## src/rtl/voice_mixer_if.sv

```systemverilog
// Mixed-sample output stream: registered head-of-FIFO sample with a valid/ready handshake.
// master = voice_mixer (producer), slave = audio output interface (consumer).
interface voice_mixer_if;
    logic signed [23:0] o_sample;
    logic               o_valid;
    logic               i_ready;

    modport master (output o_sample, output o_valid, input i_ready);
    modport slave  (input o_sample, input o_valid, output i_ready);
endinterface

```

## src/rtl/voice_mixer.sv

```systemverilog
// Sums each NBANKS-slot frame of the bank manager's voice stream, scales by 2^-SHIFT,
// saturates to 24 bits and queues the result in a small FIFO drained over valid/ready.
module voice_mixer #(
    parameter int NBANKS     = 10,
    parameter int SHIFT      = 3,
    parameter int FIFO_DEPTH = 4
) (
    input  logic                clk,
    input  logic                reset,
    input  logic                clk_en,
    input  logic signed [23:0]  i_signal,
    voice_mixer_if.master       o_stream,
    output logic                o_clip,
    output logic [7:0]          o_overrun_cnt
);

    localparam int PTR_W = (FIFO_DEPTH > 1) ? $clog2(FIFO_DEPTH) : 1;
    localparam int CNT_W = PTR_W + 1;
    localparam logic [3:0]        LAST_SLOT = 4'(NBANKS - 1);
    localparam logic [CNT_W-1:0]  FULL_CNT  = CNT_W'(FIFO_DEPTH);
    localparam logic signed [27:0] SAT_MAX  = 28'sd8388607;
    localparam logic signed [27:0] SAT_MIN  = -28'sd8388608;

    logic [3:0]             r_slot;
    logic signed [27:0]     r_acc;
    logic [23:0]            r_mem [FIFO_DEPTH];
    logic [PTR_W-1:0]       r_wr_ptr;
    logic [PTR_W-1:0]       r_rd_ptr;
    logic [CNT_W-1:0]       r_count;
    logic                   r_clip;
    logic [7:0]             r_overrun_cnt;

    logic signed [27:0]     w_sig_ext;
    logic signed [27:0]     w_sum;
    logic signed [27:0]     w_scaled;
    logic [23:0]            w_sat_val;
    logic                   w_sat;
    logic                   w_close;
    logic                   w_valid;
    logic                   w_full;
    logic                   w_do_pop;
    logic                   w_do_push;

    assign w_sig_ext = {{4{i_signal[23]}}, i_signal};
    assign w_sum     = r_acc + w_sig_ext;
    assign w_scaled  = w_sum >>> SHIFT;
    assign w_close   = clk_en && (r_slot == LAST_SLOT);

    // NOTE: every always_comb output gets a default first, so no path leaves it unassigned (no latch).
    always_comb begin
        w_sat_val = w_scaled[23:0];
        w_sat     = 1'b0;
        if (w_scaled > SAT_MAX) begin
            w_sat_val = SAT_MAX[23:0];
            w_sat     = 1'b1;
        end else if (w_scaled < SAT_MIN) begin
            w_sat_val = SAT_MIN[23:0];
            w_sat     = 1'b1;
        end
    end

    assign w_valid   = (r_count != '0);
    assign w_full    = (r_count == FULL_CNT);
    assign w_do_pop  = w_valid && o_stream.i_ready;
    // A full FIFO still accepts the frame when the consumer frees a slot on the same edge.
    assign w_do_push = w_close && (!w_full || w_do_pop);

    // NOTE: sequential state uses non-blocking assignments so every register samples pre-edge values.
    always_ff @(posedge clk) begin
        if (reset) begin
            r_slot        <= '0;
            r_acc         <= '0;
            r_wr_ptr      <= '0;
            r_rd_ptr      <= '0;
            r_count       <= '0;
            r_clip        <= 1'b0;
            r_overrun_cnt <= '0;
        end else begin
            r_clip <= w_close && w_sat;
            if (clk_en) begin
                if (w_close) begin
                    r_slot <= '0;
                    r_acc  <= '0;
                end else begin
                    r_slot <= r_slot + 4'd1;
                    r_acc  <= w_sum;
                end
            end
            if (w_close && !w_do_push && (r_overrun_cnt != 8'hFF)) begin
                r_overrun_cnt <= r_overrun_cnt + 8'd1;
            end
            if (w_do_push) begin
                r_wr_ptr <= r_wr_ptr + PTR_W'(1);
            end
            if (w_do_pop) begin
                r_rd_ptr <= r_rd_ptr + PTR_W'(1);
            end
            if (w_do_push && !w_do_pop) begin
                r_count <= r_count + CNT_W'(1);
            end else if (w_do_pop && !w_do_push) begin
                r_count <= r_count - CNT_W'(1);
            end
        end
    end

    // NOTE: the storage array is not reset; r_count alone decides which entries are meaningful.
    always_ff @(posedge clk) begin
        if (w_do_push) begin
            r_mem[r_wr_ptr] <= w_sat_val;
        end
    end

    assign o_stream.o_valid  = w_valid;
    assign o_stream.o_sample = w_valid ? r_mem[r_rd_ptr] : '0;
    assign o_clip            = r_clip;
    assign o_overrun_cnt     = r_overrun_cnt;

endmodule

```

## src/flat_wrapper.sv

```systemverilog
// flat-port wrapper written by rule: the top's interface ports become plain ports
module voice_mixer_flat 
#(
    parameter int NBANKS     = 10,
    parameter int SHIFT      = 3,
    parameter int FIFO_DEPTH = 4
)
  (clk, reset, clk_en, i_signal, o_clip, o_overrun_cnt, o_stream_o_sample, o_stream_o_valid, o_stream_i_ready);
  voice_mixer_if o_stream_i ();
  input  logic clk;
  input  logic reset;
  input  logic clk_en;
  input  logic signed [23:0] i_signal;
  output logic o_clip;
  output logic [7:0] o_overrun_cnt;
  output wire logic [$bits(o_stream_i.o_sample)-1:0] o_stream_o_sample;
  output wire logic [$bits(o_stream_i.o_valid)-1:0] o_stream_o_valid;
  input wire logic [$bits(o_stream_i.i_ready)-1:0] o_stream_i_ready;
  assign o_stream_o_sample = o_stream_i.o_sample;
  assign o_stream_o_valid = o_stream_i.o_valid;
  assign o_stream_i.i_ready = o_stream_i_ready;
  voice_mixer #(.NBANKS(NBANKS), .SHIFT(SHIFT), .FIFO_DEPTH(FIFO_DEPTH)) u_core (.clk(clk), .reset(reset), .clk_en(clk_en), .i_signal(i_signal), .o_stream(o_stream_i), .o_clip(o_clip), .o_overrun_cnt(o_overrun_cnt));
endmodule
```

## config.mk

```make
export PLATFORM = sky130hd
export DESIGN_NAME = voice_mixer_flat
export DESIGN_NICKNAME = d
export VERILOG_FILES = /design/src/rtl/voice_mixer_if.sv /design/src/rtl/voice_mixer.sv /design/src/flat_wrapper.sv
export SDC_FILE = /design/constraint.sdc
export NUM_CORES = 1
export LEC_CHECK = 0
export ABC_CLOCK_PERIOD_IN_PS = 4100
export BUFFER_PORTS_ARGS = -buffer_cell sky130_fd_sc_hd__buf_2
export CAP_MARGIN = 20
export CORE_MARGIN = 2
export CORE_UTILIZATION = 35
export DETAILED_ROUTE_END_ITERATION = 8
export GPL_TIMING_DRIVEN = 0
export MAX_ROUTING_LAYER = met4
export SKIP_LAST_GASP = 1
export SLEW_MARGIN = 20
export SYNTH_ARGS = -nofsm -noshare
export SYNTH_HDL_FRONTEND = slang
export SYNTH_SLANG_ARGS = --single-unit
```

## constraint.sdc

```tcl
create_clock -name clk -period 4.1 [get_ports clk]
set_input_delay 0.615 -clock clk [delete_from_list [all_inputs] [get_ports clk]]
set_output_delay 0.615 -clock clk [all_outputs]
set_load 0.03 [all_outputs]
```

==> flow_summary_export.csv <==
group,metric,value,unit
status,status,"finished, final reports clean",
global_routing,grt_use_total,14.7,%
die,row_count,53,
routing,ant_nets,0,
pwr,p_leak,3.23,nW
pwr,peakVddDrop,244,uV
synthesis,avgSynthCellArea,11.9,sq um
clock_network,postCtsHoldBufs,0,
die,io_pins,62,
sta,setup_viol,0,
global_routing,overflow,0,
global_routing,gr-usage-met1,19.1,%
synthesis,synthArstFlopShare,0,%
sta,finalClockSkew,15.8,ps
clock_network,clockRootBuffer,"clkbuf_16",
routing,drt_first_pass_iters,5,
die,start_util,35.9,%
clock_network,htreeDepth,4,
final_layout,design_area,8800,sq um
placed_design,dpl_cell_area,8250,sq um
synthesis,synthFlopType,"edfxtp_1",
global_routing,grt_pass1_wl,24800,um
final_layout,regArea,3880,sq um
routing,vias,4924,
worst_setup_path,path_cells,"clkbuf_1, buf_1, mux4_2, and2_1, buf_2",
synthesis,synth_nets,703,
synthesis,syn_inst,638,
placed_design,portBuffers,59,
final_layout,antenna_cells,0,
synthesis,synth_top_family_by_area,"simple AND/OR/NAND/NOR gates",
global_routing,grt_use_met2,23.1,%
synthesis,synth_mux_area_share,7.90,%
worst_setup_path,cp_data_arrival_time,2740,ps
die,die_w,151,um
die,fp.dieH,151,um
routing,drt_iter0_drc,265,
synthesis,synth_top_area_share,37.9,%
sta,relSlewSlack,43.6,%
placed_design,gp_congestion,0.826,
sta,drv_slew,0,
min_path,hold_class,"reg2reg",
synthesis,ys_top_cells_by_count,"edfxtp_1 (96), nor2_1 (60), dfxtp_1 (50), a21oi_1 (44), ha_1 (35)",
placed_design,place_hpwl,11300,um
worst_setup_path,worstSetupPathType,"reg2out",
sta,fin_setup_tns,0,ps
routing,routedWlPerCell,15.5,um
clock_network,postCtsSetupBuffers,0,
synthesis,yosysSeqAreaShare,51.1,%
sta,period_share,81.8,%
worst_setup_path,cp-start-kind,"flop",
worst_setup_path,end_kind,"output pin",
global_routing,grt_antenna_before_repair,0,
global_routing,grt_max_degree,25,
final_layout,area_delta_synth_final,15.7,%
worst_setup_path,crit_fanout,10,
clock_network,cts.sinks,146,
routing,avgViaCountPerCell,4.90,
clock_network,cts_tree,"yes",
synthesis,synth_compound_area_share,9.97,%
sta,min_period,3350,ps
synthesis,synth_edf_count,96,
synthesis,netlist_area,7600,sq um
routing,routed_wl,15600,um
global_routing,met3_usage,3.07,%
clock_network,cts_buffers,17,
sta,hold_viol,0,
sta,hold_ws,484,ps
worst_setup_path,critPathSlowestCell,"buf_1",
clock_network,cts-resized-gates,0,
sta,max_freq,298,MHz
sta,worst_pin_slew,847,ps
clock_network,clockBufferDepth,2,
clock_network,clk_pin_slew,60,ps
final_layout,n_fill_cell,1983,
synthesis,synth_xor_area_share,3.78,%
worst_setup_path,cp_data_required_time,3480,ps
synthesis,synth.distinct_cells,70,
pwr,total_power,5.04,mW
job,drv_cap,0,
clock_network,clock_latency,420,ps
final_layout,layout-drive-gt1-share,22.5,%
worst_setup_path,slowest_delay,690,ps
sta,rsz0062_at_grt,"false",
final_layout,fin_nets,781,
synthesis,synthAdderAreaFrac,9.64,%
synthesis,yosysTopAreaCell,"edfxtp_1",
pwr,p_per_area,573,nW/um^2
synthesis,yosys.area_share.simple,14.6,%
final_layout,multi_input_area,3490,sq um
routing,drc,0,
die,dieArea,22900,sq um
global_routing,grt_pass1_vias,4801,
synthesis,synth-seq-cells,146,
synthesis,ys_warn_count,0,
synthesis,netlist_top_cells_area,"edfxtp_1 (38%), dfxtp_1 (13%), mux4_2 (7.1%)",
die,core_area,21200,sq um
synthesis,synth.most_common_cell,"edfxtp_1",
global_routing,grt.busiest_layer,"met2",
power by group:
part / total, mW / switching (mW) / internal [mW]
registers: 1.80 / 0.0389 / 1.77
clock network: 1.44 / 0.648 / 0.796
logic: 1.79 / 1.11 / 0.683
cell type report:
cell class              count  share of cell area, %
plain buffers              32                   1.66
clock buffers              18                   4.88
clock inverters            14                   1.37
inverters                  23                  0.981
multi-input cells         437                   39.7
flip-flops and latches    146                   44.1
well taps                 275                   3.91
repair buffers             59                   3.36
critical path: cells and delay by family (launching register included):
kind	cells	cell delay (ps)
buffers and inverters	3	1220
multiplexers	1	620
flip-flops	1	310
AND/OR/NAND/NOR	1	180
path summary, 6_finish.rpt:
path | from | end | slack (ps) | cells after the start
max | flop | o_stream_o_sample[4] | 750 | 5
min | u_core.r_acc[2] | u_core.r_acc[2] | 480 | 2
max reg2reg | u_core.r_acc[0] | u_core.r_mem[1][13] | 770 | 12
min reg2reg | u_core.r_acc[2] | u_core.r_acc[2] | 480 | 2
placed cells by master (no fill, tap or decap), types with 4 or more instances in the layout:
cell,count
maj3_2,20
mux4_2,24
and2_1,27
a21oi_1,44
xor2_1,15
a211oi_1,5
nor2b_1,28
xnor2_1,16
nor2_1,60
and2_2,4
nor4_1,4
clkbuf_16,17
or3_1,5
o21ai_0,13
ha_1,35
edfxtp_1,96
nand2b_1,5
dfxtp_1,50
buf_2,62
inv_6,6
a31oi_1,5
nand3_1,10
mux2i_1,6
nand3b_1,4
nor3_1,15
nand2_1,19
clkbuf_1,24
inv_1,21
nand4_1,6
flip-flops by register name, summed over array words and instances, names as in the netlist, named ones only:
register / count
u_core.r_mem: 96
u_core.r_acc: 28
u_core.o_overrun_cnt: 8
u_core.r_slot: 4
u_core.r_count: 3
u_core.r_rd_ptr: 2
u_core.r_wr_ptr: 2
u_core.o_clip: 1
logic make-up (layout without fill, tap and decap cells):
family,after synthesis,after routing
fa+ha+maj,60,60
simple gates,204,204
mux,30,30
flops,146,146
xor+xnor,32,32
buf+inv,55,146
compound gates,111,111
per-layer routing:
| metal | vias up | wire (um) |
|---|---|---|
| met5 | - | 0 |
| met4 | 0 | 144 |
| met3 | 4 | 380 |
| met2 | 66 | 7630 |
| met1 | 2344 | 7410 |
| li1 | 2510 | - |
stage by stage:
stage / instances / worst slack, ps / util, %
2_1_floorplan: 638 / 930 / -
3_3_place_gp: 972 / 397 / 39.0
3_5_place_dp: 972 / 391 / 39.0
4_1_cts: 1004 / 605 / 41.6
5_1_grt: 1004 / 443 / 41.6
6_report: 1004 / 747 / 41.6
Note: power is estimated with default switching activity, not from simulation.
